File: src/rtl/arm_ctrl_fsm.sv
// arm_ctrl_fsm: multi-cycle control sequencer for a small ARM-style core.
// It fetches an instruction, checks its condition against the registered
// NZCV flags, and issues single-cycle strobes for execute, memory and
// writeback. It also owns the CPSR flag register and a bus-timeout watchdog.
//
// Ports:
//   clk, rst_n         clock, asynchronous active-low reset
//   run                1 = keep executing, 0 = park in IDLE at the next boundary
//   imem_req/imem_ack  instruction fetch handshake; ir_load latches the IR
//   dec_*              decoder controls for the current instruction
//   alu_flags          ALU NZCV result {N,Z,C,V}
//   dmem_req/dmem_we/dmem_ack  data access handshake
//   rf_we, rf_link_we  register-file write of Rd / R14 (return address)
//   pc_inc, pc_load_branch  PC update strobes (never both in one cycle)
//   flags              registered CPSR NZCV
//   state              current state encoding
//   undef, bus_err     one-cycle error pulses
module arm_ctrl_fsm #(
  parameter int MEM_TIMEOUT = 16
) (
  input  logic       clk,
  input  logic       rst_n,
  input  logic       run,
  output logic       imem_req,
  input  logic       imem_ack,
  output logic       ir_load,
  input  logic       dec_valid,
  input  logic       dec_reg_write,
  input  logic       dec_mem_read,
  input  logic       dec_mem_write,
  input  logic       dec_branch,
  input  logic       dec_branch_link,
  input  logic       dec_s_bit,
  input  logic [3:0] dec_cond,
  input  logic [3:0] alu_flags,
  output logic       dmem_req,
  output logic       dmem_we,
  input  logic       dmem_ack,
  output logic       rf_we,
  output logic       rf_link_we,
  output logic       pc_inc,
  output logic       pc_load_branch,
  output logic [3:0] flags,
  output logic [2:0] state,
  output logic       undef,
  output logic       bus_err
);

  localparam int CNT_W = $clog2(MEM_TIMEOUT + 1);

  typedef enum logic [2:0] {
    IDLE   = 3'd0,
    FETCH  = 3'd1,
    DECODE = 3'd2,
    EXEC   = 3'd3,
    MEM    = 3'd4,
    WB     = 3'd5
  } state_t;

  state_t            state_q, state_d, resume;
  logic [CNT_W-1:0]  wait_cnt, wait_cnt_d;
  logic [3:0]        flags_q, flags_d;
  logic              wait_expired;

  // ARM condition-code evaluation on {N,Z,C,V}; 4'hF never reaches here
  function automatic logic cond_pass(input logic [3:0] c, input logic [3:0] f);
    logic n, z, cf, v;
    {n, z, cf, v} = f;
    case (c)
      4'h0:    cond_pass = z;
      4'h1:    cond_pass = !z;
      4'h2:    cond_pass = cf;
      4'h3:    cond_pass = !cf;
      4'h4:    cond_pass = n;
      4'h5:    cond_pass = !n;
      4'h6:    cond_pass = v;
      4'h7:    cond_pass = !v;
      4'h8:    cond_pass = cf && !z;
      4'h9:    cond_pass = !cf || z;
      4'hA:    cond_pass = (n == v);
      4'hB:    cond_pass = (n != v);
      4'hC:    cond_pass = !z && (n == v);
      4'hD:    cond_pass = z || (n != v);
      4'hE:    cond_pass = 1'b1;
      default: cond_pass = 1'b0;
    endcase
  endfunction

  assign state = state_q;
  assign flags = flags_q;

  // This cycle is the MEM_TIMEOUT-th consecutive cycle without an ack
  assign wait_expired = (wait_cnt == CNT_W'(MEM_TIMEOUT - 1));

  // Any return toward FETCH parks in IDLE instead when run is low
  always_comb begin
    resume = IDLE;
    if (run) resume = FETCH;
  end

  always_ff @(posedge clk or negedge rst_n) begin
    if (!rst_n) begin
      state_q  <= IDLE;
      wait_cnt <= '0;
      flags_q  <= '0;
    end else begin
      state_q  <= state_d;
      wait_cnt <= wait_cnt_d;
      flags_q  <= flags_d;
    end
  end

  always_comb begin
    state_d        = state_q;
    wait_cnt_d     = wait_cnt;
    flags_d        = flags_q;
    imem_req       = 1'b0;
    ir_load        = 1'b0;
    dmem_req       = 1'b0;
    dmem_we        = 1'b0;
    rf_we          = 1'b0;
    rf_link_we     = 1'b0;
    pc_inc         = 1'b0;
    pc_load_branch = 1'b0;
    undef          = 1'b0;
    bus_err        = 1'b0;

    case (state_q)
      IDLE: begin
        if (run) state_d = FETCH;
      end

      FETCH: begin
        imem_req = 1'b1;
        if (imem_ack) begin
          ir_load = 1'b1;
          state_d = DECODE;
        end else if (wait_expired) begin
          bus_err = 1'b1;
          state_d = IDLE;
        end else begin
          wait_cnt_d = wait_cnt + 1'b1;
        end
      end

      DECODE: begin
        if (!dec_valid || dec_cond == 4'hF) begin
          undef   = 1'b1;
          pc_inc  = 1'b1;
          state_d = resume;
        end else if (!cond_pass(dec_cond, flags_q)) begin
          pc_inc  = 1'b1;
          state_d = resume;
        end else begin
          state_d = EXEC;
        end
      end

      EXEC: begin
        if (dec_branch) begin
          pc_load_branch = 1'b1;
          rf_link_we     = dec_branch_link;
          state_d        = resume;
        end else if (dec_mem_read || dec_mem_write) begin
          state_d = MEM;
        end else begin
          rf_we  = dec_reg_write;
          pc_inc = 1'b1;
          if (dec_s_bit) flags_d = alu_flags;
          state_d = resume;
        end
      end

      MEM: begin
        dmem_req = 1'b1;
        dmem_we  = dec_mem_write;
        if (dmem_ack) begin
          if (dec_mem_read) begin
            state_d = WB;
          end else begin
            pc_inc  = 1'b1;
            state_d = resume;
          end
        end else if (wait_expired) begin
          bus_err = 1'b1;
          state_d = IDLE;
        end else begin
          wait_cnt_d = wait_cnt + 1'b1;
        end
      end

      WB: begin
        rf_we   = 1'b1;
        pc_inc  = 1'b1;
        state_d = resume;
      end

      default: state_d = IDLE;
    endcase

    // Every state change restarts the watchdog so FETCH/MEM begin at zero
    if (state_d != state_q) wait_cnt_d = '0;
  end

endmodule

File: config.mk
export PLATFORM = sky130hd
export DESIGN_NAME = arm_ctrl_fsm
export DESIGN_NICKNAME = d
export VERILOG_FILES = /design/src/rtl/arm_ctrl_fsm.sv
export SDC_FILE = /design/constraint.sdc
export NUM_CORES = 1
export LEC_CHECK = 0
export BUFFER_PORTS_ARGS = -buffer_cell sky130_fd_sc_hd__buf_4
export CORE_AREA = 2 2 59 61
export DETAILED_ROUTE_END_ITERATION = 6
export DIE_AREA = 0 0 61 63
export PLACE_DENSITY_LB_ADDON = 0.08
export SETUP_SLACK_MARGIN = 0.5
export SLEW_MARGIN = 15
export SYNTH_ARGS = -nofsm -noshare
export SYNTH_HDL_FRONTEND = slang
export SYNTH_SLANG_ARGS = --single-unit
File: constraint.sdc
create_clock -name clk -period 2.4 [get_ports clk]
set_clock_uncertainty 0.1 [all_clocks]
set_input_delay 0.48 -clock clk [delete_from_list [all_inputs] [get_ports clk]]
set_output_delay 0.48 -clock clk [all_outputs]
set_load 0.05 [all_outputs]
==> results.txt <==
The run gives 1 as the depth of the CTS H-tree. The number of fill cells in the layout is 278, and the number of standard cells after synthesis is 120. The checks that failed: negative setup slack. Category of the most critical setup path: register to output pin.

The tools report the antenna diode instance count as 0. Leakage power figure: 0.9138 nW. For this block, the initial DRC count from the detailed router was 35. The part of the cycle the worst path needs came out at 1.018. TritonCTS built the clock tree.

The synthesized design contains 0 enable-type register cells. Grouping stages by cell kind, the critical path spends the most delay in compound AO/OA/AOI/OAI gates. The cell area after layout came out at 2115 um^2.

Area fraction of the dominant cell type after synthesis: 0.2787. The fraction of layout cells with a size suffix above 1 was 0.6959. The average routed wire per standard cell is 14.95 um. The tools report the type of destination of the critical path as an output pin. When the netlist entered floorplanning its net count stood at 143. Detailed-route vias per instance: 5.104. Setup repair after global routing could not meet its margin everywhere.

The final wirelength is 3588 um, and the setup-violating endpoint count in the final report is 1. Entering global routing, the biggest net connects 14 pins. In this run the horizontal extent of the chip is 61 um.

The dominant combinational cell family by area after synthesis is simple AND/OR/NAND/NOR gates. Fraction of power spent switching nets: 0.4676. The combinational fraction of design power is 0.777. The logs give 0 for the number of antenna violations at the first check in global routing and -0.04439 ns for the least setup slack across all paths after layout. The post-synthesis xor/xnor area fraction came out at 0.04878. The run gives 3843 um^2 as the die footprint.

By area the synthesized netlist is led by sky130_fd_sc_hd__dfrtp_1 (28%), sky130_fd_sc_hd__nor4_1 (4.6%), sky130_fd_sc_hd__mux2_2 (4.2%). The root buffer cell was sky130_fd_sc_hd__clkbuf_4. Counting flops and latches in the post-synthesis netlist gives 12. Clock tree synthesis inserted a total of 3 buffers. After global routing the overflow that remains totals 0. The tools report the net count reported at finish as 218.

The tools report the register area share after synthesis as 0.2787. Yosys warning count: 0. The run gives 544.8 uV as the worst vdd rail ir drop. The tools report the endpoint arrival time on the critical path as 1.86 ns. For the finished layout, the period the worst path requires is 2.444 ns. Detailed placement ended at an HPWL of 2154 um.

The post-synthesis share of cell area spent on full adders, half adders and majority gates is 0.03484. In this run the deepest clock path goes through 2 buffers. For the highest achievable clock rate, the log shows 409.1 MHz. The die height was 63 um. The run gives 1.202 mW as the internal power summed over all cells. The simple-gate share of the synthesized area is 0.2846.

For the pin with the worst max-slew slack, the measured transition is 0.5621 ns. The first global-routing pass estimated 5464 um of wire. The sequential cell area is 309.0 um^2, and the number of pins exceeding their max-slew limit in the final report is 0.

The tools report the register share of total power as 0.154. Starting utilization of the core area: 0.3333. Async set or reset register ratio after synthesis: 1.000. Clock-pin slew was measured on the worst setup and hold paths at 0.07 ns. Clock latency on the worst-skew pair, taken at its later pin, is 0.27 ns. The min-delay analysis places its worst path in the category input port to register. The required time of the critical path was 1.82 ns. Among all flip-flop cells after synthesis, the most frequent one is sky130_fd_sc_hd__dfrtp_1. The power density relative to cell area is 1068 nW/um^2.

After synthesis, the most frequently instantiated cells are sky130_fd_sc_hd__dfrtp_1 (12), sky130_fd_sc_hd__nand2_1 (9), sky130_fd_sc_hd__nor4_1 (8). The clock sink total is 12. The total global routing track utilization came out at 0.1862. First-pass iteration count of the detailed router: 4. The run gives 1,214 as the via count of the first global-routing pass. Number of buffers and inverters on the critical path: 1.

For the number of design rule violations left after detail routing, the log shows 0. The logs give -0.04439 ns for the setup TNS after final layout and 1077 um^2 for the post-synthesis cell area. The largest total area in the synthesized netlist belongs to sky130_fd_sc_hd__dfrtp_1.

In this run the worst setup path begins at flags[0]. The maximum fanout along the worst path is 2. In this run the critical register-to-register path is launched from state[1]. The I/O pin count was 37. STA classifies the critical path startpoint as a register. The mean instance size in the synthesized netlist was 8.977 um^2; the number of nets with antenna violations after detailed routing was 0.

The share of the synthesized area in compound gates (AO/OA/AOI/OAI) was 0.2102. On the worst path, the slowest cell contributes a delay of 0.43 ns. sky130_fd_sc_hd__dfrtp_1 is the most common cell in the netlist. The run finished, with violations left. After detailed placement, the total cell area comes to 1466 um^2.

The last weighted congestion value of the routability-driven placer is 0.7486. The multiplexer share of the synthesized area came out at 0.06969. The tools report the net load switching power as 1.056 mW. The slowest stage of the critical path belongs to the cell sky130_fd_sc_hd__dfrtp_2.

In this run the most critical hold path is launched from alu_flags[0]. Relative to the synthesized area, the layout overhead comes to 96.28%. The tool flagged a number of max-cap violations equal to 0. The netlist uses 45 different library cells.

For the number of rows in the core area, the log shows 21. The critical path goes through xor2_2 -> o2bb2ai_2 -> mux2i_1 -> a211oi_2 -> o21bai_1 -> a21boi_4 -> buf_6. Quantity of I/O buffers inserted on ports: 36.

The logs give 0 for the count of final hold-check violations and 3232 um^2 for the floorplan core area. The logs give 0.6253 for the relative max-transition margin and 1,225 for the via count. The multi-input combinational cells in the finished layout cover a total of 972.2 um^2. The clock network fraction of design power came out at 0.069.
sequential cells by signal, indices dropped and copies added, names as in the netlist:
register / cells
flags: 4
state: 3
wait_cnt: 5
cell type report:
class / count / share of cell area
clock buffers: 4 / 0.01716
inverters: 4 / 0.008876
multi-input cells: 96 / 0.4598
flip-flops and latches: 12 / 0.1462
well taps: 46 / 0.02722
repair buffers: 78 / 0.3408
worst reg2reg max path: cells and delay by family (launching register included):
family | cells | cell delay (ns)
and+or+nand+nor | 3 | 0.71
DFF | 1 | 0.43
buffers and inverters | 3 | 0.36
AOI/OAI and AO/OA | 3 | 0.57
metrics by stage:
step | setup slack [ns] | total power [mW] | hold WS, ns | std cells | util
2_1_floorplan | 0.08678 | 1.137 | 0.08441 | 120 | -
3_3_place_gp | 0.05203 | 1.387 | 0.2269 | 200 | 0.4537
3_5_place_dp | 0.04255 | 1.395 | 0.2267 | 200 | 0.4537
4_1_cts | -0.03022 | 2.084 | 0.3392 | 233 | 0.6187
5_1_grt | -0.1419 | 2.382 | 0.3422 | 240 | 0.6543
6_report | -0.04439 | 2.258 | 0.3458 | 240 | 0.6543
cell families after synthesis:
| kind of cell | count (synthesis) |
|---|---|
| adders and majority gates | 3 |
| buffers and inverters | 12 |
| DFF | 12 |
| AOI/OAI and AO/OA | 31 |
| xor gates and xnor gates | 6 |
| muxes | 7 |
| and+or+nand+nor | 49 |
final timing paths:
path | slack (ns) | cells past startpoint | endpoint
min reg2reg | 0.46 | 1 | flags[1]
min | 0.35 | 2 | flags[0]
min in group asynchronous | 0.47 | 2 | wait_cnt[3]
max | -0.04 | 7 | pc_inc
max reg2reg | 0.14 | 9 | wait_cnt[2]
max in group asynchronous | 1.56 | 2 | flags[2]
cell usage in the layout, fill, tap and decap left out, types with 2 or more instances in the layout:
cell type                  netlist  final
sky130_fd_sc_hd__nor2b_1         3      3
sky130_fd_sc_hd__o21ai_1         0      2
sky130_fd_sc_hd__nor3_1          2      2
sky130_fd_sc_hd__xor2_1          4      3
sky130_fd_sc_hd__nor3b_1         5      2
sky130_fd_sc_hd__mux2_2          4      4
sky130_fd_sc_hd__nor2_4          0      2
sky130_fd_sc_hd__a21o_1          4      3
sky130_fd_sc_hd__nor4_4          0      4
sky130_fd_sc_hd__a21oi_2         0      2
sky130_fd_sc_hd__nand2_2         1      3
sky130_fd_sc_hd__buf_6           3     12
sky130_fd_sc_hd__and3_4          0      3
sky130_fd_sc_hd__nor3b_4         1      4
sky130_fd_sc_hd__buf_8           0     10
sky130_fd_sc_hd__nand3b_1        2      2
sky130_fd_sc_hd__buf_4           2     54
sky130_fd_sc_hd__o21ai_0         6      4
sky130_fd_sc_hd__inv_1           4      2
sky130_fd_sc_hd__clkbuf_4        0      3
sky130_fd_sc_hd__nand2_1         9      6
sky130_fd_sc_hd__and2_4          0      2
sky130_fd_sc_hd__nor4_1          8      2
sky130_fd_sc_hd__xnor2_1         2      2
sky130_fd_sc_hd__nor2_1          6      4
sky130_fd_sc_hd__mux2i_1         3      3
sky130_fd_sc_hd__nor4_2          0      2
sky130_fd_sc_hd__dfrtp_2         0      7
sky130_fd_sc_hd__dfrtp_1        12      5
sky130_fd_sc_hd__or3_4           0      2
sky130_fd_sc_hd__a21oi_1         6      2
sky130_fd_sc_hd__a21oi_4         0      2
layer usage:
metal	vias up	global-route usage	wire length, um
li1	592	-	-
met5	-	0	0
met1	594	0.2268	1421
met2	33	0.3306	1955
met3	6	0.01863	142
met4	0	0.05978	69
power groups by stage:
stage | sequential [mW] | combinational [mW] | clock [mW]
CTS | 0.347 | 1.58 | 0.160
finish | 0.348 | 1.75 | 0.156
global route | 0.358 | 1.85 | 0.170
detailed placement | 0.394 | 1.00 | 0
floorplan | 0.506 | 0.631 | 0
global placement | 0.390 | 0.997 | 0
what timing repair did:
item,in CTS,in global routing
setup endpoints to repair,17,22
setup buffers,28,7
hold buffers,1,0
gates resized for setup,62,11
hold endpoints to repair,12,0
pin swaps,18,16
(Power assumes the default switching activity.)
